`src/rtl/pc_pkg.sv`:
```
// pc_pkg: shared definitions for the program-counter sequencer.
//   - default WIDTH / STEP / RAS_DEPTH values
//   - pc_sel_e: next-PC source select
//   - align_mask(): mask that clears the low log2(step) address bits
package pc_pkg;

  localparam int DEF_WIDTH     = 32;
  localparam int DEF_STEP      = 4;
  localparam int DEF_RAS_DEPTH = 4;
  localparam int MASK_W        = 64;

  typedef enum logic [2:0] {
    SEL_HOLD,
    SEL_TRAP,
    SEL_RET,
    SEL_CALL,
    SEL_JUMP,
    SEL_BRANCH,
    SEL_SEQ
  } pc_sel_e;

  // STEP is a power of two, so ~(STEP-1) keeps everything above the step bits.
  function automatic logic [MASK_W-1:0] align_mask(input int step);
    logic [MASK_W-1:0] s;
    s = MASK_W'(step);
    return ~(s - 1'b1);
  endfunction

endpackage

```
`src/rtl/pc_sequencer_if.sv`:
```
// pc_sequencer_if: groups the sequencer's control, target and status signals.
//   master : drives startPC, stall, trap, trap_vector, ret, call, jump,
//            jump_target, branch_taken, branch_offset; observes PC, PC_plus_step
//            and the RAS status flags.
//   slave  : the sequencer side (directions reversed).
interface pc_sequencer_if #(
  parameter int WIDTH = 32
);
  logic [WIDTH-1:0] startPC;
  logic             stall;
  logic             trap;
  logic [WIDTH-1:0] trap_vector;
  logic             ret;
  logic             call;
  logic             jump;
  logic [WIDTH-1:0] jump_target;
  logic             branch_taken;
  logic [WIDTH-1:0] branch_offset;
  logic [WIDTH-1:0] PC;
  logic [WIDTH-1:0] PC_plus_step;
  logic             ras_empty;
  logic             ras_full;
  logic             ras_overflow;
  logic             ras_underflow;

  modport master (
    output startPC, stall, trap, trap_vector, ret, call, jump, jump_target,
           branch_taken, branch_offset,
    input  PC, PC_plus_step, ras_empty, ras_full, ras_overflow, ras_underflow
  );

  modport slave (
    input  startPC, stall, trap, trap_vector, ret, call, jump, jump_target,
           branch_taken, branch_offset,
    output PC, PC_plus_step, ras_empty, ras_full, ras_overflow, ras_underflow
  );
endinterface

```
`src/rtl/pc_ras.sv`:
```
// pc_ras: circular return-address stack.
//   CLK, MasterReset_L : falling-edge clock, synchronous active-low reset
//   i_push/i_push_data : push a return address (overwrites oldest when full)
//   i_pop              : drop the top entry (no effect when empty)
//   o_top              : current top entry (pre-edge contents)
//   o_count            : number of valid entries, 0..RAS_DEPTH
//   o_empty/o_full     : decoded from o_count
//   o_overflow/o_underflow : single-cycle pulses for push-when-full / pop-when-empty
module pc_ras
  import pc_pkg::*;
#(
  parameter int WIDTH     = DEF_WIDTH,
  parameter int RAS_DEPTH = DEF_RAS_DEPTH,
  localparam int PTR_W    = $clog2(RAS_DEPTH),
  localparam int CNT_W    = PTR_W + 1
) (
  input  logic             CLK,
  input  logic             MasterReset_L,
  input  logic             i_push,
  input  logic             i_pop,
  input  logic [WIDTH-1:0] i_push_data,
  output logic [WIDTH-1:0] o_top,
  output logic [CNT_W-1:0] o_count,
  output logic             o_empty,
  output logic             o_full,
  output logic             o_overflow,
  output logic             o_underflow
);

  logic [WIDTH-1:0] r_mem [RAS_DEPTH];
  logic [PTR_W-1:0] r_ptr;    // next slot to write; top lives at r_ptr-1
  logic [CNT_W-1:0] r_count;
  logic [PTR_W-1:0] w_top_idx;

  assign w_top_idx   = r_ptr - 1'b1;
  assign o_top       = r_mem[w_top_idx];
  assign o_count     = r_count;
  assign o_empty     = (r_count == '0);
  assign o_full      = (r_count == CNT_W'(RAS_DEPTH));
  assign o_overflow  = i_push & o_full;
  assign o_underflow = i_pop & o_empty;

  // Storage carries no reset; validity is tracked by r_count alone.
  always_ff @(negedge CLK) begin
    if (MasterReset_L && i_push)
      r_mem[r_ptr] <= i_push_data;
  end

  always_ff @(negedge CLK) begin
    if (!MasterReset_L) begin
      r_ptr   <= '0;
      r_count <= '0;
    end else if (i_push) begin
      // When full the pointer still advances, so the oldest entry is reused.
      r_ptr <= r_ptr + 1'b1;
      if (!o_full)
        r_count <= r_count + 1'b1;
    end else if (i_pop && !o_empty) begin
      r_ptr   <= r_ptr - 1'b1;
      r_count <= r_count - 1'b1;
    end
  end

endmodule

```
`src/rtl/pc_sequencer.sv`:
```
// pc_sequencer: fetch program counter with stall, trap, call/return, jump and
// PC-relative branch. State updates on the falling edge of CLK.
//   CLK, MasterReset_L : clock and synchronous active-low reset
//   bus (slave)        : startPC, stall, trap/trap_vector, ret, call, jump,
//                        jump_target, branch_taken/branch_offset in;
//                        PC, PC_plus_step and RAS status flags out
module pc_sequencer
  import pc_pkg::*;
#(
  parameter int WIDTH     = DEF_WIDTH,
  parameter int STEP      = DEF_STEP,
  parameter int RAS_DEPTH = DEF_RAS_DEPTH
) (
  input  logic           CLK,
  input  logic           MasterReset_L,
  pc_sequencer_if.slave  bus
);

  localparam int CNT_W = $clog2(RAS_DEPTH) + 1;
  localparam logic [WIDTH-1:0] STEP_W = WIDTH'(STEP);
  localparam logic [WIDTH-1:0] ALIGN  = WIDTH'(align_mask(STEP));

  logic        [WIDTH-1:0] r_pc;
  logic                    r_ovf;
  logic                    r_unf;
  logic        [WIDTH-1:0] w_pc_plus;
  logic signed [WIDTH-1:0] w_offset;
  logic        [WIDTH-1:0] w_next_pc;
  pc_sel_e                 w_sel;
  logic                    w_push;
  logic                    w_pop;
  logic        [WIDTH-1:0] w_top;
  logic        [CNT_W-1:0] w_count;
  logic                    w_empty;
  logic                    w_full;
  logic                    w_ovf_pulse;
  logic                    w_unf_pulse;

  assign w_pc_plus = r_pc + STEP_W;
  assign w_offset  = bus.branch_offset;

  always_comb begin
    w_sel = SEL_SEQ;
    if (bus.stall)             w_sel = SEL_HOLD;
    else if (bus.trap)         w_sel = SEL_TRAP;
    else if (bus.ret)          w_sel = SEL_RET;
    else if (bus.call)         w_sel = SEL_CALL;
    else if (bus.jump)         w_sel = SEL_JUMP;
    else if (bus.branch_taken) w_sel = SEL_BRANCH;
  end

  // Only the winning source touches the stack.
  assign w_push = (w_sel == SEL_CALL);
  assign w_pop  = (w_sel == SEL_RET);

  always_comb begin
    w_next_pc = w_pc_plus;
    unique case (w_sel)
      SEL_HOLD:   w_next_pc = r_pc;
      SEL_TRAP:   w_next_pc = bus.trap_vector & ALIGN;
      // Return on an empty stack falls through to the sequential address.
      SEL_RET:    w_next_pc = (w_count != '0) ? w_top : w_pc_plus;
      SEL_CALL:   w_next_pc = bus.jump_target & ALIGN;
      SEL_JUMP:   w_next_pc = bus.jump_target & ALIGN;
      SEL_BRANCH: w_next_pc = (w_pc_plus + WIDTH'(w_offset)) & ALIGN;
      SEL_SEQ:    w_next_pc = w_pc_plus;
      default:    w_next_pc = w_pc_plus;
    endcase
  end

  pc_ras #(
    .WIDTH     (WIDTH),
    .RAS_DEPTH (RAS_DEPTH)
  ) u_ras (
    .CLK           (CLK),
    .MasterReset_L (MasterReset_L),
    .i_push        (w_push),
    .i_pop         (w_pop),
    .i_push_data   (w_pc_plus),
    .o_top         (w_top),
    .o_count       (w_count),
    .o_empty       (w_empty),
    .o_full        (w_full),
    .o_overflow    (w_ovf_pulse),
    .o_underflow   (w_unf_pulse)
  );

  always_ff @(negedge CLK) begin
    if (!MasterReset_L) begin
      r_pc  <= bus.startPC;
      r_ovf <= 1'b0;
      r_unf <= 1'b0;
    end else begin
      r_pc  <= w_next_pc;
      r_ovf <= r_ovf | w_ovf_pulse;
      r_unf <= r_unf | w_unf_pulse;
    end
  end

  assign bus.PC            = r_pc;
  assign bus.PC_plus_step  = w_pc_plus;
  assign bus.ras_empty     = w_empty;
  assign bus.ras_full      = w_full;
  assign bus.ras_overflow  = r_ovf;
  assign bus.ras_underflow = r_unf;

endmodule

```
`src/flat_wrapper.sv`:
```
// flat-port wrapper written by rule: the top's interface ports become plain ports
module pc_sequencer_flat import pc_pkg::*;
#(
  parameter int WIDTH     = DEF_WIDTH,
  parameter int STEP      = DEF_STEP,
  parameter int RAS_DEPTH = DEF_RAS_DEPTH
)
  (CLK, MasterReset_L, bus_startPC, bus_stall, bus_trap, bus_trap_vector, bus_ret, bus_call, bus_jump, bus_jump_target, bus_branch_taken, bus_branch_offset, bus_PC, bus_PC_plus_step, bus_ras_empty, bus_ras_full, bus_ras_overflow, bus_ras_underflow);
  pc_sequencer_if #(.WIDTH(WIDTH)) bus_i ();
  input  logic CLK;
  input  logic MasterReset_L;
  input wire logic [$bits(bus_i.startPC)-1:0] bus_startPC;
  input wire logic [$bits(bus_i.stall)-1:0] bus_stall;
  input wire logic [$bits(bus_i.trap)-1:0] bus_trap;
  input wire logic [$bits(bus_i.trap_vector)-1:0] bus_trap_vector;
  input wire logic [$bits(bus_i.ret)-1:0] bus_ret;
  input wire logic [$bits(bus_i.call)-1:0] bus_call;
  input wire logic [$bits(bus_i.jump)-1:0] bus_jump;
  input wire logic [$bits(bus_i.jump_target)-1:0] bus_jump_target;
  input wire logic [$bits(bus_i.branch_taken)-1:0] bus_branch_taken;
  input wire logic [$bits(bus_i.branch_offset)-1:0] bus_branch_offset;
  output wire logic [$bits(bus_i.PC)-1:0] bus_PC;
  output wire logic [$bits(bus_i.PC_plus_step)-1:0] bus_PC_plus_step;
  output wire logic [$bits(bus_i.ras_empty)-1:0] bus_ras_empty;
  output wire logic [$bits(bus_i.ras_full)-1:0] bus_ras_full;
  output wire logic [$bits(bus_i.ras_overflow)-1:0] bus_ras_overflow;
  output wire logic [$bits(bus_i.ras_underflow)-1:0] bus_ras_underflow;
  assign bus_i.startPC = bus_startPC;
  assign bus_i.stall = bus_stall;
  assign bus_i.trap = bus_trap;
  assign bus_i.trap_vector = bus_trap_vector;
  assign bus_i.ret = bus_ret;
  assign bus_i.call = bus_call;
  assign bus_i.jump = bus_jump;
  assign bus_i.jump_target = bus_jump_target;
  assign bus_i.branch_taken = bus_branch_taken;
  assign bus_i.branch_offset = bus_branch_offset;
  assign bus_PC = bus_i.PC;
  assign bus_PC_plus_step = bus_i.PC_plus_step;
  assign bus_ras_empty = bus_i.ras_empty;
  assign bus_ras_full = bus_i.ras_full;
  assign bus_ras_overflow = bus_i.ras_overflow;
  assign bus_ras_underflow = bus_i.ras_underflow;
  pc_sequencer #(.WIDTH(WIDTH), .STEP(STEP), .RAS_DEPTH(RAS_DEPTH)) u_core (.CLK(CLK), .MasterReset_L(MasterReset_L), .bus(bus_i));
endmodule
```
`config.mk`:
```
export PLATFORM = sky130hd
export DESIGN_NAME = pc_sequencer_flat
export DESIGN_NICKNAME = d
export VERILOG_FILES = /design/src/rtl/pc_pkg.sv /design/src/rtl/pc_sequencer_if.sv /design/src/rtl/pc_ras.sv /design/src/rtl/pc_sequencer.sv /design/src/flat_wrapper.sv
export SDC_FILE = /design/constraint.sdc
export NUM_CORES = 1
export LEC_CHECK = 0
export ABC_AREA = 1
export CORE_UTILIZATION = 30
export CTS_CLUSTER_SIZE = 8
export DETAILED_ROUTE_END_ITERATION = 12
export REMOVE_ABC_BUFFERS = 1
export SYNTH_ARGS = -nofsm -noshare
export SYNTH_HDL_FRONTEND = slang
export SYNTH_SLANG_ARGS = --single-unit
export TNS_END_PERCENT = 10
```
`constraint.sdc`:
```
create_clock -name CLK -period 9.1 [get_ports CLK]
set_clock_uncertainty 0.2 [all_clocks]
set_input_delay 1.82 -clock CLK [delete_from_list [all_inputs] [get_ports CLK]]
set_output_delay 1.82 -clock CLK [all_outputs]
set_load 0.01 [all_outputs]
```
==> qor.csv, run 1 <==
metric,value,unit
vias,11509,
rsz0062_at_grt,true,
core-area,0.0368,sq mm
synth_top_family_by_area,simple AND/OR/NAND/NOR gates,
grt_overflow_total,0,
final_cell_area,0.0156,sq mm
cp_max_fo,7,
yosysWarnings,0,
synth_fa_ha_area_frac,0.0450,
grt_pass1_wl,62.5,mm
worst-slew-pin-transition,0.939,ns
synth_cell_types,48,
final_common_cell,nand2_1,
cpMaxStageDelayCell,clkdlybuf4s50_1,
fin_util,0.425,
synth_cells,1527,
hp-class,reg2reg,
crit_chain,buf_4 -> nand2_1 -> nor2_2 -> nand2_2 -> nor2_8 -> nand3_1 -> xnor2_2 -> clkdlybuf4s50_1,
worstPathArrival,7.20,ns
drt_iter0_drc,896,
die_area,0.0384,sq mm
hold_violations,0,
die_h,196,um
layout_common_cells,"nand2_1, inv_1, clkdlybuf4s50_1, nor2_1, edfxtp_1",
vdd_drop_max,134,uV
wl_per_cell,17.2,um
synthXorXnorAreaFrac,0.0244,
place.gp.congestion,0.937,
yosys.area.top_type_share,0.426,
cp.required,7.08,ns
crit_type,reg2out,
max_stage_delay,0.59,ns
cts_buffers,17,
synth_edf_count,160,
synth_largest_area_cell,edfxtp_1,
cap_violations,0,
viasPerCell,4.77,
slew_viol_final,0,
violations,negative setup slack,
ios,204,
synth-seq-cells,167,
ys_seq_area_frac,0.438,
area_growth_syn_to_layout,38.6,%
route.met2.wl,19.7,mm
hpwl,30.7,mm
start_util,0.307,
leakage,7.66,nW
cts_root_buffer,clkbuf_16,
nets,2110,
ys.flop_type,edfxtp_1,
route.detailed.drc,0,
met1Wirelength,18.1,mm
groute.usage.overall,0.218,
relSlewSlack,0.373,
netlist_area,0.0113,sq mm
avgSynthCellArea,7.39,sq um
cts.path.max_buffers,2,
synthTopCellsByArea,"edfxtp_1, nand2_1, inv_1",
cp_num_buf_inv,2,
endpoint_kind,primary output,
status,"complete, but fails checks",
cp-start-kind,flop,
p_per_area,174,mW/mm^2
finalSetupViolCount,5,
place_area,0.0142,sq mm
chipWidth,196,um
ant_nets,0,
critPathTopFamily,buffers and inverters,
core.rowCount,70,
ys_async_sr_fraction,0,
dr.pass1.iters,6,
synthSimpleGateAreaFrac,0.340,
yosys-mux-area-fraction,0,
grt_antenna_before_repair,1,
top_layer_used,met4,
fin_ws,-0.119,ns
cts_sinks,167,
cts_tree,built,
wl_met3,2.66,mm
htreeDepth,4,
portBuffers,199,
synth_compound_area_frac,0.0691,
wl,41.5,mm
clkTransAtPathRegs,0.03,ns
worst_skew_pair.late_latency,0.48,ns
grt_max_degree,69,
drive_above_1_share,0.0956,
first_global_vias,11510,
[worst paths after layout]
| kind | depth (start not counted) | startpoint | slack (ns) | endpoint |
|---|---|---|---|---|
| worst max-delay path | 8 | u_core.bus.PC[11]$_DFFE_NP_ | -0.12 | bus_PC_plus_step[23] |
| worst min register to register | 2 | u_core.bus.ras_overflow$_SDFF_NN0_ | 0.25 | u_core.bus.ras_overflow$_SDFF_NN0_ |
| worst max register to register | 21 | u_core.bus.PC[2]$_DFFE_NP_ | 5.05 | u_core.bus.PC[31]$_DFFE_NP_ |
| worst min-delay path | 2 | u_core.bus.ras_overflow$_SDFF_NN0_ | 0.25 | u_core.bus.ras_overflow$_SDFF_NN0_ |
[sequential cells by signal, summed over array words and instances (netlist names)]
signal	flops
u_core.bus.PC	32
u_core.bus.ras_overflow	1
u_core.bus.ras_underflow	1
u_core.u_ras.o_count	3
u_core.u_ras.r_mem	128
u_core.u_ras.r_ptr	2
[power by group]
part | switching, mW | internal [mW] | leakage, nW | total (mW)
clock | 0.538 | 0.511 | 1.19 | 1.05
sequential | 0.0325 | 0.892 | 1.53 | 0.925
combinational | 0.439 | 0.304 | 4.94 | 0.743
total | 1.01 | 1.71 | 7.66 | 2.72
[cell usage after synthesis (3+ instances only)]
cell / count
nand3_1: 107
edfxtp_1: 160
o211ai_1: 5
clkbuf_1: 17
buf_2: 15
o21bai_1: 3
nand2_1: 554
nor2_1: 171
xor2_1: 17
a21oi_1: 76
ha_1: 39
nor3_1: 14
a32oi_1: 3
nor2_4: 3
xnor2_1: 7
dfxtp_1: 7
nand3_2: 3
inv_2: 9
buf_4: 8
and2_1: 4
nand4_1: 14
or2_2: 10
inv_1: 183
o21ai_0: 44
nand2_4: 3
nand2_2: 7
nor2_2: 11
[cells by family (layout without fill, tap and decap cells)]
group	Yosys count	after routing
adder cells (fa/ha/maj)	40	40
other	0	1
flip-flops	167	167
AND/OR/NAND/NOR	912	912
XOR/XNOR	28	28
AO/OA/AOI/OAI	143	143
buffers and inverters	237	656
[what timing repair did]
action,4_1_cts,5_1_grt
endpoints found under the hold margin,0,0
cloned,0,0
resized for setup,18,36
pin swaps,2,4
setup endpoints to repair,22,22
hold buffers,0,0
setup buffers,4,2
[stage by stage]
stage | instances | TNS [ns] | power (mW) | setup slack, ns | hold slack [ns]
finish | 2415 | -0.295 | 2.72 | -0.119 | 0.253
global route | 2414 | -0.975 | 2.90 | -0.218 | 0.286
CTS | 2412 | -1.22 | 2.74 | -0.234 | 0.260
detailed placement | 2211 | 0 | 1.77 | 0.0487 | 0.251
global placement | 2211 | 0 | 1.77 | 0.0530 | 0.251
floorplan | 1484 | 0 | 1.43 | 0.155 | 0.243
[metal layers]
layer / vias up / track usage
met5: - / 0
met4: 0 / 0.104
met3: 59 / 0.0571
met2: 406 / 0.356
met1: 5327 / 0.267
li1: 5717 / -
[worst reg2reg max path: stages, from the launching register on]
cell and delay, ns:
edfxtp_1 0.45, ha_2 0.24, nand2_1 0.15, nor2_2 0.16, nand2_2 0.12, nor2_2 0.22
nand3_1 0.16, xnor2_2 0.16, buf_4 0.17, ha_1 0.36, nand2_1 0.18, nor2_1 0.20
inv_1 0.08, nor2_1 0.19, and2_1 0.24, nand2_1 0.07, nand2_1 0.06, nand2_1 0.05
nand3_1 0.15, nand2_1 0.07, nand2_1 0.07, nand2_1 0.05
[final cells by class]
class / instances / area (sq um)
fill: 3756 / 21100
multi-input combinational: 1123 / 5590
sequential: 167 / 4950
timing repair buffer: 265 / 2580
clock inverter: 181 / 795
inverter: 193 / 724
tap: 468 / 586
clock buffer: 17 / 425
antenna: 1 / 2.50
Power figures use the tool's default switching activity.
==> inputs of run 2 (changes only) <==
--- a/config.mk
+++ b/config.mk
@@ -12,5 +12,6 @@
 export REMOVE_ABC_BUFFERS = 1
 export SYNTH_ARGS = -nofsm -noshare
 export SYNTH_HDL_FRONTEND = slang
+export SYNTH_HIERARCHICAL = 1
 export SYNTH_SLANG_ARGS = --single-unit
 export TNS_END_PERCENT = 10
==> run 2 against run 1 <==
  * The run still ends with negative setup slack left
  * Worst hold slack better by 0.020 ns
  * Synthesized area is 0.43% lower
  * Register-to-register slack better by 0.27 ns
  * Utilization is 0.26 points lower
  * Critical path type unchanged
  * Highest routed layer unchanged
==> qor.csv, run 2 <==
metric,value,unit,change
layout_common_cells,"nand2_1, inv_1, clkdlybuf4s50_1, nor2_1, edfxtp_1",,
synth_cells,1512,,-0.98%
leakage,7.28,nW,-5.0%
crit_type,reg2out,,
cpMaxStageDelayCell,clkdlybuf4s50_1,,
viasPerCell,4.98,,+4.4%
cts_root_buffer,clkbuf_16,,
hold_ws,0.272,ns,+0.0197 ns
route.detailed.drc,0,,unchanged
relSlewSlack,0.458,,+0.0845
drt_iter0_drc,839,,-6.4%
grt_overflow_total,0,,unchanged
largest_reg_flops,128,,unchanged
ys.flop_type,edfxtp_1,,
cap_violations,0,,unchanged
cp_max_fo,6,,-1
synth-seq-cells,167,,unchanged
groute.usage.overall,0.229,,+0.0110
seqPwrFrac,0.337,,-0.004
dr.pass1.iters,5,,-1
slew_viol_final,0,,unchanged
worst-slew-pin-transition,0.814,ns,-0.125 ns
power_frac_comb,0.265,,-0.009
yosysMostFrequentCell,nand2_1,,
p_sw_frac,0.376,,+0.00439
min_from,u_core/bus.ras_underflow$_SDFF_NN0_,,
crit_chain,nand2_1 -> nor2_4 -> nand2_1 -> nor2_4 -> xor2_2 -> buf_4 -> clkdlybuf4s50_1,,
vias,11953,,+3.9%
wl_per_cell,18.3,um,+6.5%
final_common_cell,nand2_1,,
ys_async_sr_fraction,0,,unchanged
regMostFlops,u_core/u_ras/r_mem,,
worstRegToRegCells,24,,+14%
chipWidth,196,um,-0.21%
die_area,0.0382,sq mm,-0.43%
wl,44.0,mm,+5.9%
synthTopCellsByArea,"edfxtp_1, nand2_1, nor2_1",,
p_per_area,176,mW/mm^2,+1.2%
worst_skew_pair.late_latency,0.49,ns,about the same
vdd_drop_max,101,uV,-25%
cts_buffers,17,,unchanged
cts_sinks,167,,unchanged
nets,2097,,-0.62%
violations,negative setup slack,,
hold-path-endpoint,u_core/bus.ras_underflow$_SDFF_NN0_,,
portBuffers,199,,unchanged
core-area,0.0367,sq mm,-0.24%
grt_pass1_wl,65.0,mm,+4.0%
yosysWarnings,6,,+6
ys_top_cells_by_count,"nand2_1, nor2_1, edfxtp_1, inv_1, nand3_1",,
pwr-share-clk,0.397,,+0.011
first_global_vias,11734,,+1.9%
htreeDepth,4,,unchanged
hpwl,31.8,mm,+3.8%
synth_cell_types,49,,+2.1%
finalSetupViolCount,1,,-4
worstPathArrival,7.08,ns,-0.12 ns
register_area,0.00495,sq mm,unchanged
worstHoldPathCells,2,,unchanged
ios,204,,unchanged
cp.required,7.08,ns,about the same
core.rowCount,70,,unchanged
r2r-end,u_core/bus.PC[26]$_DFFE_NP_,,
ant_nets,0,,unchanged
cts_tree,built,,
p_int,1.70,mW,-0.36%
pre_cts_ws,0.0839,ns,+0.0352 ns
fin_ws,-0.00459,ns,+0.114 ns
cp-start-kind,flop,,
endpoint_kind,primary output,,
ys_seq_area_frac,0.440,,+0.00190
place.gp.congestion,0.933,,-0.45%
hold_violations,0,,unchanged
hp-class,reg2reg,,
drive_above_1_share,0.101,,+0.00525
netlist_area,0.0112,sq mm,-0.43%
clkTransAtPathRegs,0.04,ns,about the same
grt_max_degree,69,,unchanged
switchingPower,1.02,mW,+1.5%
avgSynthCellArea,7.43,sq um,+0.56%
r2r_start,u_core/bus.PC[2]$_DFFE_NP_,,
antenna_cells,0,,-1
die_h,196,um,-0.21%
rsz0062_at_grt,true,,
multi_input_area,0.00549,sq mm,-1.7%
cts.path.max_buffers,2,,unchanged
grt_antenna_before_repair,0,,-1
max_stage_delay,0.55,ns,-0.04 ns
area_growth_syn_to_layout,38.0,%,
status,"complete, but fails checks",,
start_util,0.306,,-0.000598
ctsHoldBuffers,0,,unchanged
synth_largest_area_cell,edfxtp_1,,
final.fill_count,3732,,-0.64%
synth_edf_count,160,,unchanged
yosys.area.top_type_share,0.428,,+0.00185
reg2reg_slack,5.32,ns,+0.27 ns
run 2: cell types whose count changed in the layout (fill, tap and decap cells not counted), sizes merged, moves of 22 or more:
cell / change
inv: -22
nand2: -52
nor2: +30
o21ai: +48
o22ai: +31
run 2: metrics by stage:
| step | TNS [ns] | power, mW | util | area, sq um | std cells |
|---|---|---|---|---|---|
| CTS | -0.118 | 2.74 | 0.417 | 15300 | 2385 |
| floorplan | 0 | 1.40 | - | 11000 | 1466 |
| detailed placement | 0 | 1.73 | 0.381 | 14000 | 2184 |
| global route | -0.164 | 2.92 | 0.423 | 15500 | 2402 |
| global placement | 0 | 1.73 | 0.381 | 14000 | 2184 |
| finish | -0.00459 | 2.73 | 0.423 | 15500 | 2402 |
run 2: cells by family (layout without fill, tap and decap cells):
logic type | after synthesis | in the layout | share of synthesized area
DFF | 167 | 167 | 0.440
and+or+nand+nor | 854 | 854 | 0.314
buffers and inverters | 218 | 640 | 0.0826
xor gates and xnor gates | 15 | 15 | 0.0124
AOI/OAI and AO/OA | 218 | 218 | 0.106
adders and majority gates | 40 | 40 | 0.0452
run 2: worst max-delay path by stage:
stage	endpoint	start
floorplan	u_core/u_ras/r_mem[1][0]$_DFFE_NP_	bus_stall
global placement	u_core/bus.PC[14]$_DFFE_NP_	bus_branch_offset[12]
detailed placement	u_core/bus.PC[14]$_DFFE_NP_	bus_branch_offset[13]
CTS	bus_PC_plus_step[25]	u_core/bus.PC[4]$_DFFE_NP_
global route	bus_PC_plus_step[23]	u_core/bus.PC[13]$_DFFE_NP_
finish	bus_PC_plus_step[13]	u_core/bus.PC[11]$_DFFE_NP_
run 2: what timing repair did:
action | 4_1_cts | 5_1_grt
resized for setup | 31 | 23
pin swaps | 1 | 2
setup endpoints to repair | 20 | 15
setup buffers | 4 | 17
run 2: power groups by stage:
stage	logic [mW]	registers, mW	clock network, mW
6_report	0.723	0.920	1.08
5_1_grt	0.793	0.920	1.20
4_1_cts	0.701	0.921	1.12
3_5_place_dp	0.690	0.932	0.110
3_3_place_gp	0.686	0.931	0.110
2_1_floorplan	0.360	0.932	0.110
run 2: layer usage:
| layer | GRT usage | vias up | wire (um) |
|---|---|---|---|
| met2 | 0.372 | 511 | 20600 |
| met5 | 0 | - | 0 |
| met4 | 0.0927 | 0 | 1150 |
| met3 | 0.0580 | 81 | 3600 |
| met1 | 0.289 | 5595 | 18600 |
| li1 | - | 5766 | - |
run 2: cell type report:
cell class              count  share of cell area
clock buffers              17              0.0274
flip-flops and latches    167               0.319
multi-input cells        1127               0.354
inverters                 170              0.0413
well taps                 468              0.0378
clock inverters           182              0.0541
repair buffers            271               0.166
run 2: critical path, delay by kind of cell, from the launching register on:
kind          cells  cell delay (ns)
buf+inv           2             0.73
simple gates      4             0.64
flops             1             0.45
xor+xnor          1             0.22
